[src/rtl/scp_isa_pkg.sv]
// rtl/scp_isa_pkg.sv - SCP instruction-set constants shared by the encoder and processor controller
package scp_isa_pkg;

   localparam logic [3:0] OP_ALU_R  = 4'b0000;
   localparam logic [3:0] OP_ALU_I  = 4'b1000;
   localparam logic [3:0] OP_LOAD   = 4'b1001;
   localparam logic [3:0] OP_STORE  = 4'b0101;
   localparam logic [3:0] OP_CMP_R  = 4'b0010;
   localparam logic [3:0] OP_CMP_I  = 4'b1010;
   localparam logic [3:0] OP_BRANCH = 4'b0110;
   localparam logic [3:0] OP_JAL    = 4'b1011;

   typedef enum logic [3:0] {
      KIND_ALU_R  = 4'd0,
      KIND_ALU_I  = 4'd1,
      KIND_LOAD   = 4'd2,
      KIND_STORE  = 4'd3,
      KIND_CMP_R  = 4'd4,
      KIND_CMP_I  = 4'd5,
      KIND_BRANCH = 4'd6,
      KIND_JAL    = 4'd7
   } kind_t;

   // Low bit of each field; nibble fields are 4 wide, imm is 16 wide.
   localparam int RD_LSB   = 28;
   localparam int RS1_LSB  = 24;
   localparam int RS2_LSB  = 20;
   localparam int IMM_LSB  = 8;
   localparam int FUNC_LSB = 4;
   localparam int OP_LSB   = 0;

   typedef enum logic {
      S_IDLE = 1'b0,
      S_RUN  = 1'b1
   } state_t;

endpackage

[src/rtl/scp_inst_encoder_if.sv]
// rtl/scp_inst_encoder_if.sv - decoded-instruction request stream into the encoder
interface scp_inst_encoder_if;

   logic        reqValid;
   logic        reqReady;
   logic [3:0]  reqKind;
   logic [3:0]  reqFunc;
   logic [3:0]  reqRd;
   logic [3:0]  reqRs1;
   logic [3:0]  reqRs2;
   logic [15:0] reqImm;
   logic        reqLast;

   modport master (
      output reqValid, reqKind, reqFunc, reqRd, reqRs1, reqRs2, reqImm, reqLast,
      input  reqReady
   );

   modport slave (
      input  reqValid, reqKind, reqFunc, reqRd, reqRs1, reqRs2, reqImm, reqLast,
      output reqReady
   );

endinterface

[src/rtl/scp_inst_pack.sv]
// rtl/scp_inst_pack.sv - combinational packer from decoded fields to a 32-bit SCP word
module scp_inst_pack
   import scp_isa_pkg::*;
(
   input  logic [3:0]  kind,
   input  logic [3:0]  func,
   input  logic [3:0]  rd,
   input  logic [3:0]  rs1,
   input  logic [3:0]  rs2,
   input  logic [15:0] imm,
   output logic [31:0] word,
   output logic        legal
);

   typedef enum logic [1:0] {FMT_RRR, FMT_RRI, FMT_SSI} fmt_t;

   fmt_t       fmt;
   logic [3:0] opcode;

   always_comb begin
      fmt    = FMT_RRR;
      opcode = OP_ALU_R;
      legal  = 1'b1;
      case (kind)
         KIND_ALU_R:  begin fmt = FMT_RRR; opcode = OP_ALU_R;  end
         KIND_ALU_I:  begin fmt = FMT_RRI; opcode = OP_ALU_I;  end
         KIND_LOAD:   begin fmt = FMT_RRI; opcode = OP_LOAD;   end
         KIND_STORE:  begin fmt = FMT_SSI; opcode = OP_STORE;  end
         KIND_CMP_R:  begin fmt = FMT_RRR; opcode = OP_CMP_R;  end
         KIND_CMP_I:  begin fmt = FMT_RRI; opcode = OP_CMP_I;  end
         KIND_BRANCH: begin fmt = FMT_SSI; opcode = OP_BRANCH; end
         KIND_JAL:    begin fmt = FMT_RRI; opcode = OP_JAL;    end
         default:     legal = 1'b0;
      endcase
   end

   // Store/branch put the base and data operands in the top two nibbles instead of rd/rs1.
   always_comb begin
      word = '0;
      word[FUNC_LSB +: 4] = func;
      word[OP_LSB +: 4]   = opcode;
      case (fmt)
         FMT_RRR: begin
            word[RD_LSB +: 4]  = rd;
            word[RS1_LSB +: 4] = rs1;
            word[RS2_LSB +: 4] = rs2;
         end
         FMT_RRI: begin
            word[RD_LSB +: 4]   = rd;
            word[RS1_LSB +: 4]  = rs1;
            word[IMM_LSB +: 16] = imm;
         end
         default: begin
            word[RD_LSB +: 4]   = rs1;
            word[RS1_LSB +: 4]  = rs2;
            word[IMM_LSB +: 16] = imm;
         end
      endcase
   end

endmodule

[src/rtl/scp_inst_encoder.sv]
// rtl/scp_inst_encoder.sv - encodes request fields and loads words into instruction memory
module scp_inst_encoder
   import scp_isa_pkg::*;
#(
   parameter int ADDR_W = 10
) (
   input  logic                clk,
   input  logic                reset_n,
   input  logic                start,
   input  logic [ADDR_W-1:0]   baseAddr,
   scp_inst_encoder_if.slave   req,
   output logic                imemWrEn,
   output logic [ADDR_W-1:0]   imemAddr,
   output logic [31:0]         imemData,
   output logic                busy,
   output logic                done,
   output logic                errIllegal,
   output logic                errOverflow,
   output logic [ADDR_W:0]     wordCount
);

   state_t            state, state_nxt;
   logic [ADDR_W-1:0] addr_cnt;
   logic [31:0]       packed_word;
   logic              packed_legal;
   logic              accept;
   logic              at_top;
   logic              overflow;
   logic              session_end;

   scp_inst_pack u_pack (
      .kind  (req.reqKind),
      .func  (req.reqFunc),
      .rd    (req.reqRd),
      .rs1   (req.reqRs1),
      .rs2   (req.reqRs2),
      .imm   (req.reqImm),
      .word  (packed_word),
      .legal (packed_legal)
   );

   assign req.reqReady = (state == S_RUN);
   assign busy         = (state != S_IDLE);
   assign accept       = req.reqValid && req.reqReady;
   assign at_top       = (addr_cnt == {ADDR_W{1'b1}});
   // A legal non-last word at the top address ends the session so the counter never wraps into a write.
   assign overflow     = accept && packed_legal && at_top && !req.reqLast;
   assign session_end  = (accept && req.reqLast) || overflow;

   always_ff @(posedge clk or negedge reset_n) begin
      if (!reset_n) state <= S_IDLE;
      else          state <= state_nxt;
   end

   always_comb begin
      state_nxt = state;
      case (state)
         S_IDLE: if (start) state_nxt = S_RUN;
         S_RUN:  if (session_end) state_nxt = S_IDLE;
         default: state_nxt = S_IDLE;
      endcase
   end

   always_ff @(posedge clk or negedge reset_n) begin
      if (!reset_n) begin
         addr_cnt    <= '0;
         imemWrEn    <= 1'b0;
         imemAddr    <= '0;
         imemData    <= '0;
         done        <= 1'b0;
         errIllegal  <= 1'b0;
         errOverflow <= 1'b0;
         wordCount   <= '0;
      end else begin
         imemWrEn <= 1'b0;
         done     <= session_end;
         if (state == S_IDLE && start) begin
            addr_cnt    <= baseAddr;
            wordCount   <= '0;
            errIllegal  <= 1'b0;
            errOverflow <= 1'b0;
         end
         if (accept) begin
            if (packed_legal) begin
               imemWrEn  <= 1'b1;
               imemAddr  <= addr_cnt;
               imemData  <= packed_word;
               addr_cnt  <= addr_cnt + ADDR_W'(1);
               wordCount <= wordCount + (ADDR_W+1)'(1);
            end else begin
               errIllegal <= 1'b1;
            end
         end
         if (overflow) errOverflow <= 1'b1;
      end
   end

endmodule

[src/flat_wrapper.sv]
// flat-port wrapper written by rule: the top's interface ports become plain ports
module scp_inst_encoder_flat import scp_isa_pkg::*;
#(
   parameter int ADDR_W = 10
)
  (clk, reset_n, start, baseAddr, imemWrEn, imemAddr, imemData, busy, done, errIllegal, errOverflow, wordCount, req_reqValid, req_reqKind, req_reqFunc, req_reqRd, req_reqRs1, req_reqRs2, req_reqImm, req_reqLast, req_reqReady);
  scp_inst_encoder_if req_i ();
  input  logic clk;
  input  logic reset_n;
  input  logic start;
  input  logic [ADDR_W-1:0] baseAddr;
  output logic imemWrEn;
  output logic [ADDR_W-1:0] imemAddr;
  output logic [31:0] imemData;
  output logic busy;
  output logic done;
  output logic errIllegal;
  output logic errOverflow;
  output logic [ADDR_W:0] wordCount;
  input wire logic [$bits(req_i.reqValid)-1:0] req_reqValid;
  input wire logic [$bits(req_i.reqKind)-1:0] req_reqKind;
  input wire logic [$bits(req_i.reqFunc)-1:0] req_reqFunc;
  input wire logic [$bits(req_i.reqRd)-1:0] req_reqRd;
  input wire logic [$bits(req_i.reqRs1)-1:0] req_reqRs1;
  input wire logic [$bits(req_i.reqRs2)-1:0] req_reqRs2;
  input wire logic [$bits(req_i.reqImm)-1:0] req_reqImm;
  input wire logic [$bits(req_i.reqLast)-1:0] req_reqLast;
  output wire logic [$bits(req_i.reqReady)-1:0] req_reqReady;
  assign req_i.reqValid = req_reqValid;
  assign req_i.reqKind = req_reqKind;
  assign req_i.reqFunc = req_reqFunc;
  assign req_i.reqRd = req_reqRd;
  assign req_i.reqRs1 = req_reqRs1;
  assign req_i.reqRs2 = req_reqRs2;
  assign req_i.reqImm = req_reqImm;
  assign req_i.reqLast = req_reqLast;
  assign req_reqReady = req_i.reqReady;
  scp_inst_encoder #(.ADDR_W(ADDR_W)) u_core (.clk(clk), .reset_n(reset_n), .start(start), .baseAddr(baseAddr), .req(req_i), .imemWrEn(imemWrEn), .imemAddr(imemAddr), .imemData(imemData), .busy(busy), .done(done), .errIllegal(errIllegal), .errOverflow(errOverflow), .wordCount(wordCount));
endmodule
[config.mk]
export PLATFORM = sky130hd
export DESIGN_NAME = scp_inst_encoder_flat
export DESIGN_NICKNAME = d
export VERILOG_FILES = /design/src/rtl/scp_isa_pkg.sv /design/src/rtl/scp_inst_encoder_if.sv /design/src/rtl/scp_inst_pack.sv /design/src/rtl/scp_inst_encoder.sv /design/src/flat_wrapper.sv
export SDC_FILE = /design/constraint.sdc
export NUM_CORES = 1
export LEC_CHECK = 0
export BUFFER_PORTS_ARGS = -buffer_cell sky130_fd_sc_hd__buf_2
export CORE_UTILIZATION = 46
export CTS_CLUSTER_DIAMETER = 200
export DETAILED_ROUTE_END_ITERATION = 8
export PLACE_DENSITY = 0.74
export SYNTH_ARGS = -nofsm -noshare
export SYNTH_HDL_FRONTEND = slang
export SYNTH_HIERARCHICAL = 1
export SYNTH_SLANG_ARGS = --single-unit
[constraint.sdc]
create_clock -name clk -period 1.3 [get_ports clk]
set_input_delay 0.13 -clock clk [delete_from_list [all_inputs] [get_ports clk]]
set_output_delay 0.13 -clock clk [all_outputs]
set_load 0.01 [all_outputs]
After elaboration in Yosys (flattened, before gate mapping)
Cells that the tools add are included.
{ "op_classes": {"bitwise": 1, "reduce_logical": 15, "muxes": 21, "add_sub_neg": 2, "eq_ne": 9} }
{ "ops": {"columns": ["op", "count"], "rows": [
  ["$mux 11", 3],
  ["$mux 10", 3],
  ["$pmux 4 s7", 1],
  ["$pmux 12 s2", 1],
  ["$eq 4x3->1 const B", 4],
  ["$mux 12", 1],
  ["$add 11x1->11 const B", 1],
  ["$add 10x1->10 const B", 1],
  ["$eq 10x10->1 const B", 1],
  ["$mux 1", 10],
  ["$eq 4x2->1 const B", 2],
  ["$reduce_or 8->1", 1],
  ["$logic_and 1x1->1", 6],
  ["$eq 4x1->1 const B", 1],
  ["$logic_not 4->1", 1],
  ["$pmux 2 s2", 1],
  ["$reduce_or 4->1", 1],
  ["$eq 2x1->1 const B", 1],
  ["$logic_not 2->1", 1],
  ["$pmux 1 s2", 1],
  ["$reduce_and 2->1", 1],
  ["$reduce_bool 2->1", 1],
  ["$reduce_or 2->1", 1],
  ["$logic_not 1->1", 1],
  ["other kinds (2)", 2]
]} }
{ "totals": {"out_inout_bits": 59, "inputBits": 51, "reg_bits": 68, "wordCells": 57} }

Longest topological paths before layout
{ "depth": {"ltp_word": 9, "mapped_depth": 7, "ltp_nobuf": 5} }

Modules after synthesis
The synthesis kept the hierarchy.
{ "modules_own_cells": {"columns": ["mod", "cells_per_inst", "instances", "area_each_um2", "seq_area_each_um2"], "rows": [
  ["scp_inst_encoder", 308, 1, 2989.1, 1701.6],
  ["scp_inst_pack", 41, 1, 317.8, 0.0]
]} }

Worst setup path before layout
Ideal clock, no wire load.
{ "synth_path": {"kind": "flip-flop to flip-flop", "startpoint": "register u_core.state, in the netlist u_core/busy", "endpoint": "register u_core.addr_cnt[3]", "setup_time_ns": 0.126, "n_path_buf": 0, "setup_slack_ns": -0.133, "arrival_time_ns": 1.307, "t_required_ns": 1.174, "synth_period_minus_slack_ns": 1.433, "stages_incl_launch_ff": 5, "cell_sequence": "dfrtp_1 > nand3_4 > inv_4 > mux2_4 > a221o_1"} }
{ "synth_between": {"elab_chain_cells": 5, "word_cells_on_any_way": 6, "classes_between": "3 x mux; 1 x bitwise; 2 x reduce/logical"} }
{ "synth_rtl": {"columns": ["item", "line", "text"], "rows": [
  ["start, declared", "scp_inst_encoder.sv:22", "state_t state, state_nxt;"],
  ["start signal, assigned", "scp_inst_encoder.sv:52", "else state <= state_nxt;"],
  ["$not 1->1", "scp_inst_encoder.sv:77", "if (state == S_IDLE && start) begin"],
  ["$logic_and 1x1->1", "scp_inst_encoder.sv:77", null],
  ["$mux 10", "scp_inst_encoder.sv:77", null],
  ["$mux 10", "scp_inst_encoder.sv:84", "if (packed_legal) begin"],
  ["$mux 10 (*)", "scp_inst_encoder.sv:83", "if (accept) begin"],
  ["end signal, assigned", "scp_inst_encoder.sv:78", "addr_cnt <= baseAddr;"],
  ["end signal, assigned", "scp_inst_encoder.sv:88", "addr_cnt <= addr_cnt + ADDR_W'(1);"],
  ["end, declared", "scp_inst_encoder.sv:23", "logic [ADDR_W-1:0] addr_cnt;"]
]} }
Every way passes the cells marked *; elsewhere a longest branch is shown, timed or not.
A chain may end at the register's enable or synchronous reset.

Worst setup path in the final report
Same ends and word-level chain as after synthesis.

==> summary.txt <==
result of the run -> finished, violations left
violated checks -> setup timing
starting density of the core -> 0.481
ANT nets after route -> 0
Die Span X -> 86.8 um
number of remaining DRC errors -> 0
RSZ-0062 raised after global routing -> yes
cell leakage power -> 2.47 nW
first-pass GRT wire length -> 13.9 mm
highest fanout seen on the critical path -> 7
synth unique cells -> 44
final-stage net count -> 544
Worst Tran Pin Value -> 0.389 ns
pwr/cell area -> 1670 mW/mm2
Slowest cell on crit path -> dfrtp_2
CTS HTree Levels -> 3
half-perimeter wire length after placement -> 5.84 mm
Placer Congestion -> 0.807
Finished Core Util -> 0.660
number of synthesized flops with an enable pin -> 0
number of diodes added for antenna fixing -> 0
total congestion overflow -> 0
placed cell count -> 566
reported max-cap violation count -> 0
CTS Sinks -> 68
slowest stage delay, CP -> 0.45 ns
vertical die dimension -> 86.8 um
clock latency on the worst-skew pair -> 0.34 ns
row count -> 30
library cell used as clock root buffer -> clkbuf_8
core region area -> 0.00687 mm2
vias in the first global route -> 2973
synthesis-stage register bit count -> 68
number of antenna violations at the first check in global routing -> 0
die area -> 0.00753 mm2
IO Port Bufs -> 109
vias per cell -> 4.98
endpoint arrival time on the critical path -> 1.59 ns
post-synthesis net count -> 402
Yosys warning count -> 6
Pins Over Slew Limit -> 0
clock-pin slew on the worst setup and hold paths -> 0.07 ns
final setup violating endpoints -> 5
DRT iter0 DRCs -> 193
Post-Synthesis Mean Instance Area -> 9.48 um2
share of flip-flops with an asynchronous set or reset after synthesis -> 1.00
cell type group with the largest total delay on the critical path -> flip-flops
start-to-end type of the worst setup path -> register to register
Peak Freq -> 0.730 GHz
final worst slack -> -0.0691 ns
kind of end point of the critical path -> register
number of buffers created by CTS -> 9
overall routing resource usage -> 0.239
Setup Total Neg Slack -> -0.121 ns
detailed-route wire length -> 8.58 mm
worst hold path type -> primary input to register
Synth Instances -> 349
number of hold violations in the final report -> 0
leading cell types in the layout, fill and taps excluded -> 137 x nand2_1, 109 x buf_2, 67 x dfrtp_1
number of search-and-repair iterations in the first detailed-routing pass -> 4
maximum count of clock buffers along a single path -> 2
Rel. slew slack -> 0.741
maximum VDD drop -> 0.000996 V
signed area change from the synthesized netlist to the final layout -> 37.0%
sequential share of the synthesized area -> 0.515
share of final-layout standard cells stronger than drive strength 1 -> 0.403
largest net degree at the start of global routing -> 49
final routed wire length divided by cell count -> 14.5 um
top-level port count -> 110
critical path data required time -> 1.52 ns
clock tree skew after final layout -> 0.00849 ns
CTS tree -> yes
most common flop cell mapped by yosys -> dfrtp_1
count of non-filler cells in the finished layout -> 592
fillers -> 572
final worst path period share -> 1.05
Cell Area, Synth -> 0.00331 mm2
routed via count -> 2949
most frequent standard cell in the layout excluding fill and tap cells -> nand2_1
cell chain of the critical path -> nand3_4 -> inv_6 -> mux2_4 -> a221o_1
time the worst path needs with I/O delays and setup -> 1.37 ns
total buffers and inverters traversed by the critical path -> 1
startpoint types -> register
-- Yosys cell counts, types with 2 or more instances --
cell        n  area [um2]
and3_1      5        31.3
a221o_1     2        20.0
mux2_2     12         135
ha_1        2        25.0
buf_4      10        75.1
o31ai_1     4        30.0
inv_1       4        15.0
and2_1     15        93.8
mux2i_1     7        70.1
nand4_1     7        43.8
nand3_1     6        30.0
nor2b_1     5        31.3
buf_2       6        30.0
o211ai_1    4        30.0
nor3_1      4        20.0
buf_6       4        45.0
a311oi_1    6        52.6
a211oi_1    3        22.5
nor4_2      2        25.0
dfrtp_1    68        1700
and4_1      2        17.5
nand2_1   139         522
nand2b_1    3        18.8
nor2_1      7        26.3
o21ai_0     3        15.0
-- layer usage --
layer  GRT usage  vias to the layer above  wire, um
met2       0.384                       96      4090
met5           0                        -         0
met4       0.100                        0       168
met3      0.0400                       16       399
li1            -                     1447         -
met1       0.321                     1390      3920
-- power by group --
group	internal [mW]	switching, mW
Clock	1.13	0.813
Combinational	1.17	1.31
Sequential	2.72	0.427
-- repair_timing --
item,4_1_cts,5_1_grt
pin swaps,4,10
endpoints found under the hold margin,72,0
resized for setup,4,19
endpoints found under the setup margin,9,20
cloned,0,1
buffers inserted,1,3
hold buffers,5,0
-- cells by family after synthesis --
family,synth area share
adder cells (fa/ha/maj),0.00757
AND/OR/NAND/NOR,0.282
buffers and inverters,0.0530
flip-flops,0.515
multiplexers,0.0700
XOR/XNOR,0.00530
AO/OA/AOI/OAI,0.0681
-- sequential cells by signal (all words and copies together) (netlist names) --
| signal | count |
|---|---|
| u_core/imemWrEn | 1 |
| u_core/errIllegal | 1 |
| u_core/addr_cnt | 10 |
| u_core/wordCount | 11 |
| u_core/imemAddr | 10 |
| u_core/done | 1 |
| u_core/errOverflow | 1 |
| u_core/imemData | 32 |
| u_core/busy | 1 |
-- per-stage QoR --
| step | power [mW] | hold slack [ns] | area (um2) | setup WS, ns |
|---|---|---|---|---|
| 6_report | 7.57 | 0.0351 | 4530 | -0.0691 |
| 3_3_place_gp | 5.41 | -0.0376 | 4090 | -0.00192 |
| 2_1_floorplan | 4.37 | -0.166 | 3320 | -0.0836 |
| 4_1_cts | 7.49 | 0.0291 | 4400 | -0.0474 |
| 5_1_grt | 8.06 | 0.0327 | 4530 | -0.114 |
| 3_5_place_dp | 5.51 | -0.0397 | 4090 | -0.0658 |
-- layout make-up --
cell class / count / area, um2 / area share
clock buffers: 10 / 138 / 0.0304
clock inverters: 6 / 87.6 / 0.0193
inverters: 5 / 23.8 / 0.00525
multi-input cells: 255 / 1530 / 0.338
flip-flops and latches: 68 / 1700 / 0.376
well taps: 96 / 120 / 0.0265
repair buffers: 152 / 926 / 0.204
-- path summary, 6_finish.rpt --
path | slack [ns] | startpoint | to | cells past startpoint
worst max-delay path | -0.07 | u_core/busy | u_core/addr_cnt[3] | 4
worst min-delay path | 0.04 | baseAddr[2] | u_core/addr_cnt[2] | 2
worst max register to register | -0.07 | u_core/busy | u_core/addr_cnt[3] | 4
worst min register to register | 0.47 | u_core/imemData[7] | u_core/imemData[7] | 2
max in group asynchronous | 0.55 | reset_n | u_core/imemData[22] | 3
min in group asynchronous | 0.15 | reset_n | u_core/wordCount[8] | 2
Note: power is estimated with default switching activity, not from simulation.
